[src/rtl/fwd_pass_sequencer.sv]
// rtl/fwd_pass_sequencer.sv - batch forward-pass sequencer for the output neuron
//
// Walks the output neuron through NUM_SAMPLES forward passes per batch:
// FETCH (sample handshake) -> COMPUTE (weighted sum) -> LOSS -> ACC (sum loss).
// The per-sample loss is added into a saturating 48-bit batch sum.
//
// Optional feature macro: FWD_SEQ_TIMEOUT_EN
//   defined   : FETCH gives up after TIMEOUT_CYC idle cycles and ends the batch
//               early, raising sticky timeout_o.
//   undefined : FETCH waits indefinitely, timeout_o stays 0.
//
// Ports:
//   clk_i, rst_i             clock (rising edge), async active-low reset
//   start_i                  batch start pulse, honoured in IDLE only
//   sample_valid_i/_ready_o  sample source handshake (ready only in FETCH)
//   sample_tgt_i             target label offered with the sample
//   final_i, loss_i          registered weighted sum / loss from the neuron
//   neuron_en_o, f0_pass_o   neuron enable and loss-pass select
//   target_o                 latched target, drives neuron init_i
//   sample_idx_o             current sample index
//   loss_sum_o, skip_cnt_o   batch loss sum, count of final_i==0 samples
//   busy_o, done_o           not-IDLE flag, one-cycle batch-end pulse
//   timeout_o                sticky FETCH timeout flag
module fwd_pass_sequencer #(
  parameter int NUM_SAMPLES = 4,
  parameter int TIMEOUT_CYC = 255
) (
  input  logic        clk_i,
  input  logic        rst_i,
  input  logic        start_i,
  input  logic        sample_valid_i,
  input  logic [3:0]  sample_tgt_i,
  output logic        sample_ready_o,
  input  logic [22:0] final_i,
  input  logic [45:0] loss_i,
  output logic        neuron_en_o,
  output logic        f0_pass_o,
  output logic [3:0]  target_o,
  output logic [7:0]  sample_idx_o,
  output logic [47:0] loss_sum_o,
  output logic [7:0]  skip_cnt_o,
  output logic        busy_o,
  output logic        done_o,
  output logic        timeout_o
);

  typedef enum logic [2:0] {
    S_IDLE, S_FETCH, S_COMPUTE, S_LOSS, S_ACC, S_DONE
  } state_e;

  localparam logic [7:0]  LAST_IDX = 8'(NUM_SAMPLES - 1);
  localparam logic [15:0] TO_LIMIT = 16'(TIMEOUT_CYC);

  state_e      state_q, state_d;
  logic [7:0]  idx_q, idx_d;
  logic [3:0]  tgt_q, tgt_d;
  logic [47:0] sum_q, sum_d;
  logic [7:0]  skip_q, skip_d;
  logic        timeout_q, timeout_d;
  logic        handshake;
  logic [48:0] sum_ext;

  assign handshake = (state_q == S_FETCH) && sample_valid_i;
  // One extra bit catches the carry that signals saturation.
  assign sum_ext   = {1'b0, sum_q} + {3'b000, loss_i};

`ifdef FWD_SEQ_TIMEOUT_EN
  logic [15:0] wait_q, wait_d;
  logic        wait_expired;

  // Zero outside FETCH, so every FETCH entry starts counting from 0.
  assign wait_d       = (state_q == S_FETCH) ? wait_q + 16'd1 : 16'd0;
  assign wait_expired = (wait_q == TO_LIMIT);

  always_ff @(posedge clk_i or negedge rst_i) begin
    if (!rst_i) wait_q <= 16'd0;
    else        wait_q <= wait_d;
  end
`else
  logic        wait_expired;
  logic        unused_timeout_cfg;

  assign wait_expired       = 1'b0;
  assign unused_timeout_cfg = ^TO_LIMIT;
`endif

  always_comb begin
    state_d   = state_q;
    idx_d     = idx_q;
    tgt_d     = tgt_q;
    sum_d     = sum_q;
    skip_d    = skip_q;
    timeout_d = timeout_q;
    case (state_q)
      S_IDLE: begin
        if (start_i) begin
          state_d   = S_FETCH;
          idx_d     = 8'd0;
          sum_d     = 48'd0;
          skip_d    = 8'd0;
          timeout_d = 1'b0;
        end
      end
      S_FETCH: begin
        // A handshake takes priority over an expiring wait count.
        if (handshake) begin
          tgt_d   = sample_tgt_i;
          state_d = S_COMPUTE;
        end else if (wait_expired) begin
          timeout_d = 1'b1;
          state_d   = S_DONE;
        end
      end
      S_COMPUTE: state_d = S_LOSS;
      S_LOSS:    state_d = S_ACC;
      S_ACC: begin
        // With final_i==0 the neuron left loss_i untouched, so it is stale.
        if (final_i != 23'd0) begin
          sum_d = sum_ext[48] ? {48{1'b1}} : sum_ext[47:0];
        end else if (skip_q != 8'hFF) begin
          skip_d = skip_q + 8'd1;
        end
        if (idx_q == LAST_IDX) begin
          state_d = S_DONE;
        end else begin
          idx_d   = idx_q + 8'd1;
          state_d = S_FETCH;
        end
      end
      S_DONE:  state_d = S_IDLE;
      default: state_d = S_IDLE;
    endcase
  end

  always_ff @(posedge clk_i or negedge rst_i) begin
    if (!rst_i) begin
      state_q   <= S_IDLE;
      idx_q     <= 8'd0;
      tgt_q     <= 4'd0;
      sum_q     <= 48'd0;
      skip_q    <= 8'd0;
      timeout_q <= 1'b0;
    end else begin
      state_q   <= state_d;
      idx_q     <= idx_d;
      tgt_q     <= tgt_d;
      sum_q     <= sum_d;
      skip_q    <= skip_d;
      timeout_q <= timeout_d;
    end
  end

  // Pure decodes of the state register: no input-to-output paths.
  assign sample_ready_o = (state_q == S_FETCH);
  assign neuron_en_o    = (state_q == S_COMPUTE) || (state_q == S_LOSS);
  assign f0_pass_o      = (state_q == S_LOSS);
  assign busy_o         = (state_q != S_IDLE);
  assign done_o         = (state_q == S_DONE);
  assign target_o       = tgt_q;
  assign sample_idx_o   = idx_q;
  assign loss_sum_o     = sum_q;
  assign skip_cnt_o     = skip_q;
  assign timeout_o      = timeout_q;

endmodule
[config.mk]
export PLATFORM = sky130hd
export DESIGN_NAME = fwd_pass_sequencer
export DESIGN_NICKNAME = d
export VERILOG_FILES = /design/src/rtl/fwd_pass_sequencer.sv
export SDC_FILE = /design/constraint.sdc
export NUM_CORES = 1
export LEC_CHECK = 0
export ABC_AREA = 1
export CAP_MARGIN = 20
export CORE_ASPECT_RATIO = 1.75
export CORE_UTILIZATION = 50
export CTS_BUF_LIST = sky130_fd_sc_hd__clkbuf_8
export CTS_CLUSTER_SIZE = 10
export DETAILED_ROUTE_END_ITERATION = 10
export PLACE_DENSITY = 0.78
export SETUP_SLACK_MARGIN = 0.5
export SYNTH_ARGS = -nofsm -noshare
export SYNTH_HDL_FRONTEND = slang
export SYNTH_SLANG_ARGS = --single-unit
export TNS_END_PERCENT = 20
[constraint.sdc]
create_clock -name clk_i -period 2.67 [get_ports clk_i]
set_clock_uncertainty 0.05 [all_clocks]
set_input_delay 0.534 -clock clk_i [delete_from_list [all_inputs] [get_ports clk_i]]
set_output_delay 0.534 -clock clk_i [all_outputs]
set_load 0.01 [all_outputs]
Word level (Yosys, flattened, before mapping)
Cells that the tools add are included.
Widths: inputs -> output; s select.
{"block": "classes", "addsub": 3, "n_eq_ne": 13, "n_mux": 14, "reduce_logical": 11}
{"cell": "$mux 48", "n": 3}
{"cell": "$pmux 48 s2", "n": 1}
{"cell": "$add 48x46->49", "n": 1}
{"cell": "$mux 8", "n": 4}
{"cell": "$pmux 8 s2", "n": 2}
{"cell": "$reduce_bool 23->1", "n": 1}
{"cell": "$add 8x1->8 const B", "n": 2}
{"cell": "$pmux 3 s5", "n": 1}
{"cell": "$ne 2x2->1 const B", "n": 5}
{"cell": "$mux 3", "n": 3}
{"cell": "$eq 8x2->1 const B", "n": 1}
{"cell": "$ne 8x8->1 const B", "n": 1}
{"cell": "$eq 3x2->1 const B", "n": 2}
{"cell": "$eq 3x3->1 const B", "n": 2}
{"cell": "$reduce_and 3->1", "n": 2}
{"cell": "$reduce_and 2->1", "n": 2}
{"cell": "$reduce_and 4->1", "n": 1}
{"cell": "$eq 3x1->1 const B", "n": 1}
{"cell": "$logic_not 3->1", "n": 1}
{"cell": "$reduce_bool 3->1", "n": 1}
{"cell": "$ne 2x1->1 const B", "n": 1}
{"cell": "$reduce_bool 2->1", "n": 1}
{"cell": "$logic_and 1x1->1", "n": 1}
{"cell": "$logic_or 1x1->1", "n": 1}
{"block": "totals", "regBits": 71, "output_inout_bits": 74, "elab_cells": 46}

Longest topological paths before layout
Gate-level depths: netlist of the first run.
{"block": "depth", "word_depth": 4, "ltp_mapped": 16}

Worst setup path after synthesis of the first run
No wires, ideal clock.
{"block": "synth_path", "path_kind": "input port to flip-flop", "from": "in loss_i[0]", "to": "reg sum_q[24], in the netlist loss_sum_o[24]", "setup_ns": 0.119, "arrival_ns": 2.264, "required_time_ns": 2.501, "path_slack_ns": 0.236, "cell_stages": 14, "path_buffers": 2, "path_cell_list": "ha_1 fa_1 nand3_1 nand3_2 nand2_1 nand2_2 nand2_1 nand2_2 nand2_1 nand3_2 buf_6 buf_12 o21ai_2 nand2_1"}
{"block": "synth_via", "elab_chain_len": 4}
{"item": "start, declared", "line_no": "35", "source": "input logic [45:0] loss_i,"}
{"item": "$add 48x46->49", "line_no": "65", "source": "assign sum_ext = {1'b0, sum_q} + {3'b000, loss_i};"}
{"item": "$mux 48", "line_no": "119", "source": "sum_d = sum_ext[48] ? {48{1'b1}} : sum_ext[47:0];"}
{"item": "$mux 48", "line_no": "118", "source": "if (final_i != 23'd0) begin"}
{"item": "$pmux 48 s2", "line_no": "94", "source": "case (state_q)"}
{"item": "end signal, assigned", "line_no": "147", "source": "sum_q <= sum_d;"}
{"item": "end, declared", "line_no": "57", "source": "logic [47:0] sum_q, sum_d;"}
Every way passes these cells. The select of a mux whose other input is x is not followed.
A chain may end at the register's enable or synchronous reset.

Worst setup path in the final report of the first run
{"block": "layout_path", "from": "in loss_i[45]", "to": "reg sum_q[35], in the netlist loss_sum_o[35]"}
Same word-level chain as after synthesis.

==> impl_metrics.ini, run 1 <==
[sta]
drv_slew = 0
worst_pin_slew_ns = 0.5206
rsz0062_at_grt = true
post-route-min-period_ns = 2.343
timing.hold.ws_ns = 0.06837
fin_crit_sh_pct = 87.75
hold_violations = 0
relSlewSlack_pct = 65.29
maxClockFrequency_mhz = 426.8
setup_viol = 0

[detailed_routing]
drtPass1Iterations = 6
wire_per_inst_um = 16.91
drt_iter0_markers = 513
num_vias = 9198
drc_errors = 0
drt_wl_total_um = 30260
vias_per_cell = 5.141
ant_nets = 0

[setup_path]
path_common_cell = nand2_1
critPathMaxFanout = 7
arrival_ns = 2.56
worst-setup-path-type = primary input to flip-flop
start_kind = primary input
cp.buffers_inverters = 4
cp.required_ns = 2.89
timing.rr.start = loss_sum_o[30]
critPathLaunch = loss_i[45]
end_kind = flip-flop
slowest_stage = clkdlybuf4s50_1
worstPathCellList = clkdlybuf4s50_1 > ha_4 > nand2_1 > inv_2 > nand2_4 > o21ai_2 > a21oi_2 > nand3_4 > inv_6 > clkbuf_16 > nand3_1 > nand2_1 > nand2_1
slowest_delay_ns = 0.51
crit_family = buffers and inverters

[clock_network]
cts.clk_slew.worst_paths_ns = 0.09
clock_sinks = 71
clockBufferDepth = 2
cts_root_buf = clkbuf_8
cts_tree = built
htreeDepth = 3
numCtsBuffers = 9
clkLatencyLatePin_ns = 0.37
postCtsHoldBufs = 0

[synth]
synth_area_per_cell_um2 = 5.797
synth-main-ff-cell = dfrtp_1
synth-edff-count = 0
async_reset_ff_share_pct = 100.0
yosysWarnings = 0
yosysSeqAreaShare_pct = 23.78
netlist_area_um2 = 7472
synth_cell_types = 38
syn_nets = 1415
synth_cells = 1289
yosys_register_bits = 71

[layout]
area_growth_pct = 54.25
fin_nets = 1730
antenna_cells = 0
final_common_cell = nand2_1
stdcell_area_um2 = 11530
multiInputGateArea_um2 = 5515
regArea_um2 = 1778
n_fill_cell = 1071
drive_above_1_share_pct = 22.68
final_cell_mix = nand2_1 (521), inv_1 (249), buf_4 (162)
fin_util_pct = 79.41

[floorplanning]
dieArea_um2 = 15460
coreArea_um2 = 14510
core.rowCount = 58
die_x_um = 94.41
start_util_pct = 51.48
die_h_um = 163.7
io_pins = 151

[placement]
placed_area_um2 = 10270
dp_hpwl_um = 23070
port_buffers = 149
gp_congestion = 0.9614

[global_routing]
grt_max_degree = 49
grt-ovfl-total = 0
grt_pass1_vias = 9369
track_usage_pct = 39.64
grt_pass1_wl_um = 45450
antenna_found_initial = 0

[power_and_ir_drop]
power_density_nw_per_um2 = 833.3
ir_worst_vdd_uv = 641.0
p_leak_nw = 6.401

[run_status]
status = finished, final reports clean

[hold_path]
hold_path.class = primary input to async pin

[flow_run]
maxCapViolations = 0
[area by class of cell]
type                            count  area share, %
Inverter                          255          8.348
Multi-Input combinational cell    947          47.85
Timing Repair Buffer              320          24.92
Clock inverter                      7         0.4234
Sequential cell                    71          15.43
Clock buffer                        9          1.075
Tap cell                          180          1.954
[flip-flops by register name, summed over array words and instances, names as in the netlist]
name / cells
loss_sum_o: 48
sample_idx_o: 8
skip_cnt_o: 8
state_q: 3
target_o: 4
[kinds of logic (layout without fill, tap and decap cells)]
family | Yosys count | count (layout) | synth area share, %
mux | 4 | 4 | 0.6028
fa+ha+maj | 49 | 49 | 8.305
flops | 71 | 71 | 23.78
xor+xnor | 32 | 32 | 3.751
simple gates | 788 | 788 | 43.10
compound gates | 73 | 73 | 5.593
other cells | 1 | 1 | 0.05019
buf+inv | 271 | 591 | 14.82
[synthesized netlist by cell type (all sizes together), types with 8 or more instances]
cell,instances,area [µm²]
nand2,568,2160
xor2,29,254.0
a21oi,31,155.2
ha,48,600.6
o21ai,36,221.5
nand3,75,385.4
inv,254,953.4
nor4,8,50.05
nor3,8,45.04
dfrtp,71,1777
nor2,109,454.2
nand4,17,106.4
buf,14,138.9
[where the power goes]
part | switching, mW | internal [mW] | leakage [nW]
combinational | 3.73 | 3.23 | 5.36
sequential | 0.403 | 1.39 | 0.954
clock | 0.503 | 0.339 | 0.0834
total | 4.64 | 4.97 | 6.40
[path summary, 6_finish.rpt]
kind / endpoint / slack [ns] / cells past startpoint
max: loss_sum_o[35] / 0.33 / 13
min: loss_sum_o[31] / 0.07 / 1
max reg2reg: loss_sum_o[33] / 0.34 / 14
min reg2reg: loss_sum_o[44] / 0.46 / 2
max in group asynchronous: skip_cnt_o[4] / 1.87 / 2
min in group clk_i: loss_sum_o[44] / 0.46 / 2
[metal layers]
layer  track usage (%)  part of all wire (%)
met3             5.741                   4.5
met2             75.59                    54
met5                 0                     0
met4             35.66                   9.9
met1             34.18                    32
[per-stage QoR]
step                      instances  total power [mW]  setup slack (ns)  TNS (ns)
final                          1789             9.604            0.3271         0
after CTS                      1786             9.357            0.3449         0
after global routing           1789             10.25            0.2438         0
after floorplan                1289             4.856            0.3870         0
after detailed placement       1757             7.719           -0.2933    -10.97
after global placement         1757             7.650           -0.2491    -8.703
[repair_timing]
action	CTS	global route
setup endpoints to repair	52	55
gates resized for setup	173	34
cloned	1	1
pin swaps	34	18
setup buffers	12	2
No activity file was read; power rests on OpenSTA's default activity.
==> inputs of run 2 (changes only) <==
- PLACE_DENSITY: 0.78 -> default
- PLACE_DENSITY_LB_ADDON: default -> 0.2
==> impl_metrics.ini, run 2 (synthesis gave the netlist of run 1 again) <==
[placement]
pre_cts_ws_ns = -0.3250
dp_hpwl_um = 22630
port_buffers = 149
placed_cells = 1749
gp_congestion = 1.045

[power_and_ir_drop]
combPwrFrac_pct = 71.7
ir_worst_vdd_uv = 844.9
p_int_mw = 5.247
p_clk_share_pct = 10.6
power_density_nw_per_um2 = 864.1
fin_total_pwr_mw = 10.19
p_leak_nw = 6.530
power_frac_seq_pct = 17.7
p_sw_share_pct = 48.50
switchingPower_mw = 4.941

[floorplanning]
dieArea_um2 = 15460
start_util_pct = 51.48
io_pins = 151
die_h_um = 163.7
core.rowCount = 58
die_x_um = 94.41
coreArea_um2 = 14510

[detailed_routing]
num_vias = 9692
drt_iter0_markers = 543
wire_per_inst_um = 17.89
drc_errors = 0
vias_per_cell = 5.399
drtPass1Iterations = 6
drt_wl_total_um = 32120
ant_nets = 0

[sta]
finalSetupTns_ns = 0
setup_viol = 0
drv_slew = 0
rsz0062_at_grt = true
setup_slack_ns = 0.3813
post-route-min-period_ns = 2.289
maxClockFrequency_mhz = 436.9
hold_violations = 0
fin_crit_sh_pct = 85.72

[global_routing]
grt_pass1_wl_um = 48110
antenna_found_initial = 0
grt_pass1_vias = 9906
grt_max_degree = 49
track_usage_pct = 41.95
grt-ovfl-total = 0

[setup_path]
arrival_ns = 2.57
ff2ff_path_depth = 16
worstReg2RegEnd = loss_sum_o[29]
end_kind = flip-flop
rrSetupSlack_ns = 0.38
worst-setup-path-type = flip-flop to flip-flop
timing.rr.start = loss_sum_o[9]
critPathMaxFanout = 5
start_kind = flip-flop
cp.required_ns = 2.95

[layout]
area_growth_pct = 57.79
drive_above_1_share_pct = 24.95
final_cell_mix = nand2_1 (506), inv_1 (243), buf_4 (168)
fin_util_pct = 81.23
fin_nets = 1736
largest_reg_flops = 48
layout.cells.non_filler = 1795
antenna_cells = 0
final_common_cell = nand2_1

[clock_network]
htreeDepth = 3
cts_root_buf = clkbuf_8
clockBufferDepth = 2
clkLatencyLatePin_ns = 0.38
cts.clk_slew.worst_paths_ns = 0.11
clock_sinks = 71
cts_tree = built
numCtsBuffers = 9

[hold_path]
hold_path.class = primary input to async pin

[run_status]
status = finished, final reports clean

[flow_run]
maxCapViolations = 0
run 2: cell types whose count changed in the layout (fill, tap and decap cells not counted), moves of 3 or more:
cell           change
nor2_1             -4
nor2_2             -4
dlygate4sd2_1      +4
nand2_1           -15
nand2_2            +6
buf_4              +6
nor2_4             +8
a21oi_1            -3
inv_2              +6
inv_1              -6
a21oi_4            +3
nand2_4            +9
run 2: how the worst max path moves through the flow:
stage / from / end
CTS: state_q[1] / busy_o
detailed placement: loss_i[21] / loss_sum_o[27]
global route: loss_sum_o[33] / loss_sum_o[14]
global placement: loss_i[21] / loss_sum_o[27]
finish: loss_sum_o[9] / loss_sum_o[29]
floorplan: loss_i[0] / loss_sum_o[10]
run 2: critical path, stage by stage, from the launching register on:
cell      delay, ns
dfrtp_1        0.45
ha_4           0.34
nand2_1        0.07
nand2_1        0.10
nand2_1        0.09
nand2_2        0.10
nand2_1        0.06
nand2_1        0.09
clkinv_1       0.08
nand2_2        0.09
nand2_2        0.07
nand3_4        0.16
clkinv_8       0.11
buf_16         0.15
nand3_1        0.07
nand2_1        0.07
nand2_1        0.09
run 2: power groups by stage:
stage               Sequential [mW]  Clock, mW  Combinational [mW]
floorplan                      1.78          0                3.07
global placement               1.69          0                5.87
detailed placement             1.70          0                5.94
CTS                            1.79       1.06                6.73
global route                   1.83       1.13                7.86
finish                         1.80       1.08                7.30
run 2: cell type report:
| type | instances | area [µm²] |
|---|---|---|
| timing repair buffer | 326 | 2900 |
| sequential | 71 | 1780 |
| multi-input combinational | 947 | 5694 |
| tap | 180 | 225.2 |
| clock inverter | 7 | 96.34 |
| clock buffer | 9 | 123.9 |
| fill | 1046 | 2724 |
| inverter | 255 | 969.7 |
run 2: stage by stage:
stage,instance area [µm²],hold slack (ns)
after floorplan,7492,0.1884
after global routing,11790,0.05218
after detailed placement,10210,0.4442
after global placement,10210,0.4359
after CTS,11460,0.04805
final,11790,0.02037
run 2: metal layers:
layer,up-vias,GRT usage (%),wire length [µm]
li1,4546,-,-
met1,4415,36.86,10130
met2,517,75.53,16800
met3,214,9.398,1817
met4,0,40.49,3374
met5,-,0.3472,0
run 2: repair_timing:
item                       in CTS  in global routing
hold buffers                    0                  0
resized for setup             213                 50
setup buffers                  12                 16
gates cloned                    1                  1
setup endpoints to repair      51                 51
pin swaps                      43                 15
==> inputs of run 3 (changes only) <==
- SETUP_SLACK_MARGIN: 0.5 -> 0.2
==> impl_metrics.ini, run 3 (synthesis gave the netlist of run 1 again) <==
[sta]
fin_crit_sh_pct = 91.75
post-route-min-period_ns = 2.450
finalSetupTns_ns = 0
worst_pin_slew_ns = 0.9926
maxClockFrequency_mhz = 408.2
relSlewSlack_pct = 33.82
hold_violations = 0
setup_viol = 0
timing.hold.ws_ns = 0.2715
drv_slew = 0
setup_slack_ns = 0.2203
rsz0062_at_grt = true

[power_and_ir_drop]
switchingPower_mw = 4.326
combPwrFrac_pct = 70.4
p_int_mw = 4.697
power_frac_seq_pct = 19.3
ir_worst_vdd_uv = 673.3
p_sw_share_pct = 47.94
power_density_nw_per_um2 = 828.7
p_clk_share_pct = 10.3
p_leak_nw = 6.164

[setup_path]
timing.rr.start = loss_sum_o[0]
rrSetupSlack_ns = 0.40
arrival_ns = 2.71
start_kind = primary input
cp-endpoint = loss_sum_o[25]
worst-setup-path-type = primary input to flip-flop
worstReg2RegEnd = loss_sum_o[12]
critPathLaunch = loss_i[30]
critPathMaxFanout = 5
ff2ff_path_depth = 12
cp.required_ns = 2.93
end_kind = flip-flop

[layout]
largest_reg_flops = 48
area_growth_pct = 45.71
fin_nets = 1696
antenna_cells = 0
final_common_cell = nand2_1
multiInputGateArea_um2 = 5084
final_cell_mix = nand2_1 (539), inv_1 (249), clkdlybuf4s50_1 (142)
stdcell_area_um2 = 10890
regArea_um2 = 1777
n_fill_cell = 1211
fin_util_pct = 75.02
drive_above_1_share_pct = 17.41

[hold_path]
hold_path.class = primary input to async pin

[clock_network]
clock_sinks = 71
clockBufferDepth = 2
cts_root_buf = clkbuf_8
cts.clk_slew.worst_paths_ns = 0.09
clkLatencyLatePin_ns = 0.37
cts_tree = built
numCtsBuffers = 9
htreeDepth = 3

[floorplanning]
dieArea_um2 = 15460
io_pins = 151
start_util_pct = 51.48
die_h_um = 163.7
core.rowCount = 58
coreArea_um2 = 14510
die_x_um = 94.41

[global_routing]
antenna_found_initial = 0
grt_pass1_wl_um = 41100
grt_max_degree = 72
track_usage_pct = 35.28
grt-ovfl-total = 0
grt_pass1_vias = 8886

[detailed_routing]
drt_iter0_markers = 467
num_vias = 8938
drc_errors = 0
drt_wl_total_um = 27640
wire_per_inst_um = 15.76
vias_per_cell = 5.096
ant_nets = 0
drtPass1Iterations = 5

[run_status]
status = finished, final reports clean

[placement]
pre_cts_ws_ns = -0.3158
port_buffers = 149
dp_hpwl_um = 21430
placed_area_um2 = 10070
gp_congestion = 0.9801

[flow_run]
maxCapViolations = 0
==> run 3: through the flow <==
step	std cells	power (mW)
floorplan	1289	4.844
global placement	1733	7.500
detailed placement	1733	7.570
CTS	1751	8.553
global route	1754	9.685
finish	1754	9.022
==> run 3: final cells by class <==
cell class | count | area share (%)
multi-input combinational | 947 | 46.69
timing repair buffer | 286 | 24.29
sequential | 71 | 16.32
inverter | 255 | 8.860
tap | 180 | 2.068
clock buffer | 9 | 1.138
clock inverter | 6 | 0.6320
==> run 3: power groups by stage <==
stage / Sequential [mW] / Clock, mW / Combinational [mW]
final: 1.74 / 0.932 / 6.35
after CTS: 1.69 / 0.937 / 5.93
after global placement: 1.70 / 0 / 5.80
after global routing: 1.78 / 0.980 / 6.92
after detailed placement: 1.71 / 0 / 5.86
after floorplan: 1.78 / 0 / 3.06
==> run 3: timing repair <==
| action | CTS | global route |
|---|---|---|
| setup buffers | 2 | 1 |
| endpoints found under the setup margin | 48 | 48 |
| hold buffers | 0 | 0 |
| pin swaps | 2 | 8 |
| gates cloned | 1 | 2 |
| gates resized for setup | 10 | 92 |
==> run 3: worst max-delay path: stages <==
cell	delay, ns
clkdlybuf4s50_1	0.43
ha_1	0.33
nand2_2	0.09
buf_4	0.15
nor2_4	0.17
nand2_4	0.09
nor2_2	0.12
and2_1	0.15
nand2_2	0.07
nand3_4	0.13
inv_8	0.07
clkbuf_16	0.16
nand2_1	0.09
nand2_1	0.07
nand2_1	0.06
==> run 3: how the worst min path moves through the flow <==
stage                        from             end  slack, ns  depth (start not counted)
finish                      rst_i  loss_sum_o[31]       0.27                          1
global route                rst_i  loss_sum_o[31]       0.34                          1
CTS                         rst_i  loss_sum_o[31]       0.30                          1
detailed placement  loss_sum_o[3]   loss_sum_o[3]       0.45                          2
global placement      target_o[3]     target_o[3]       0.44                          1
floorplan                   rst_i   loss_sum_o[0]       0.19                          0
==> run 3: per-layer routing <==
metal / up-vias / global-route usage [%] / wire length [µm]
met4: 0 / 25.87 / 2092
met3: 115 / 4.583 / 1008
met2: 295 / 67.69 / 15090
met5: - / 0 / 0
li1: 4468 / - / -
met1: 4060 / 32.82 / 9458
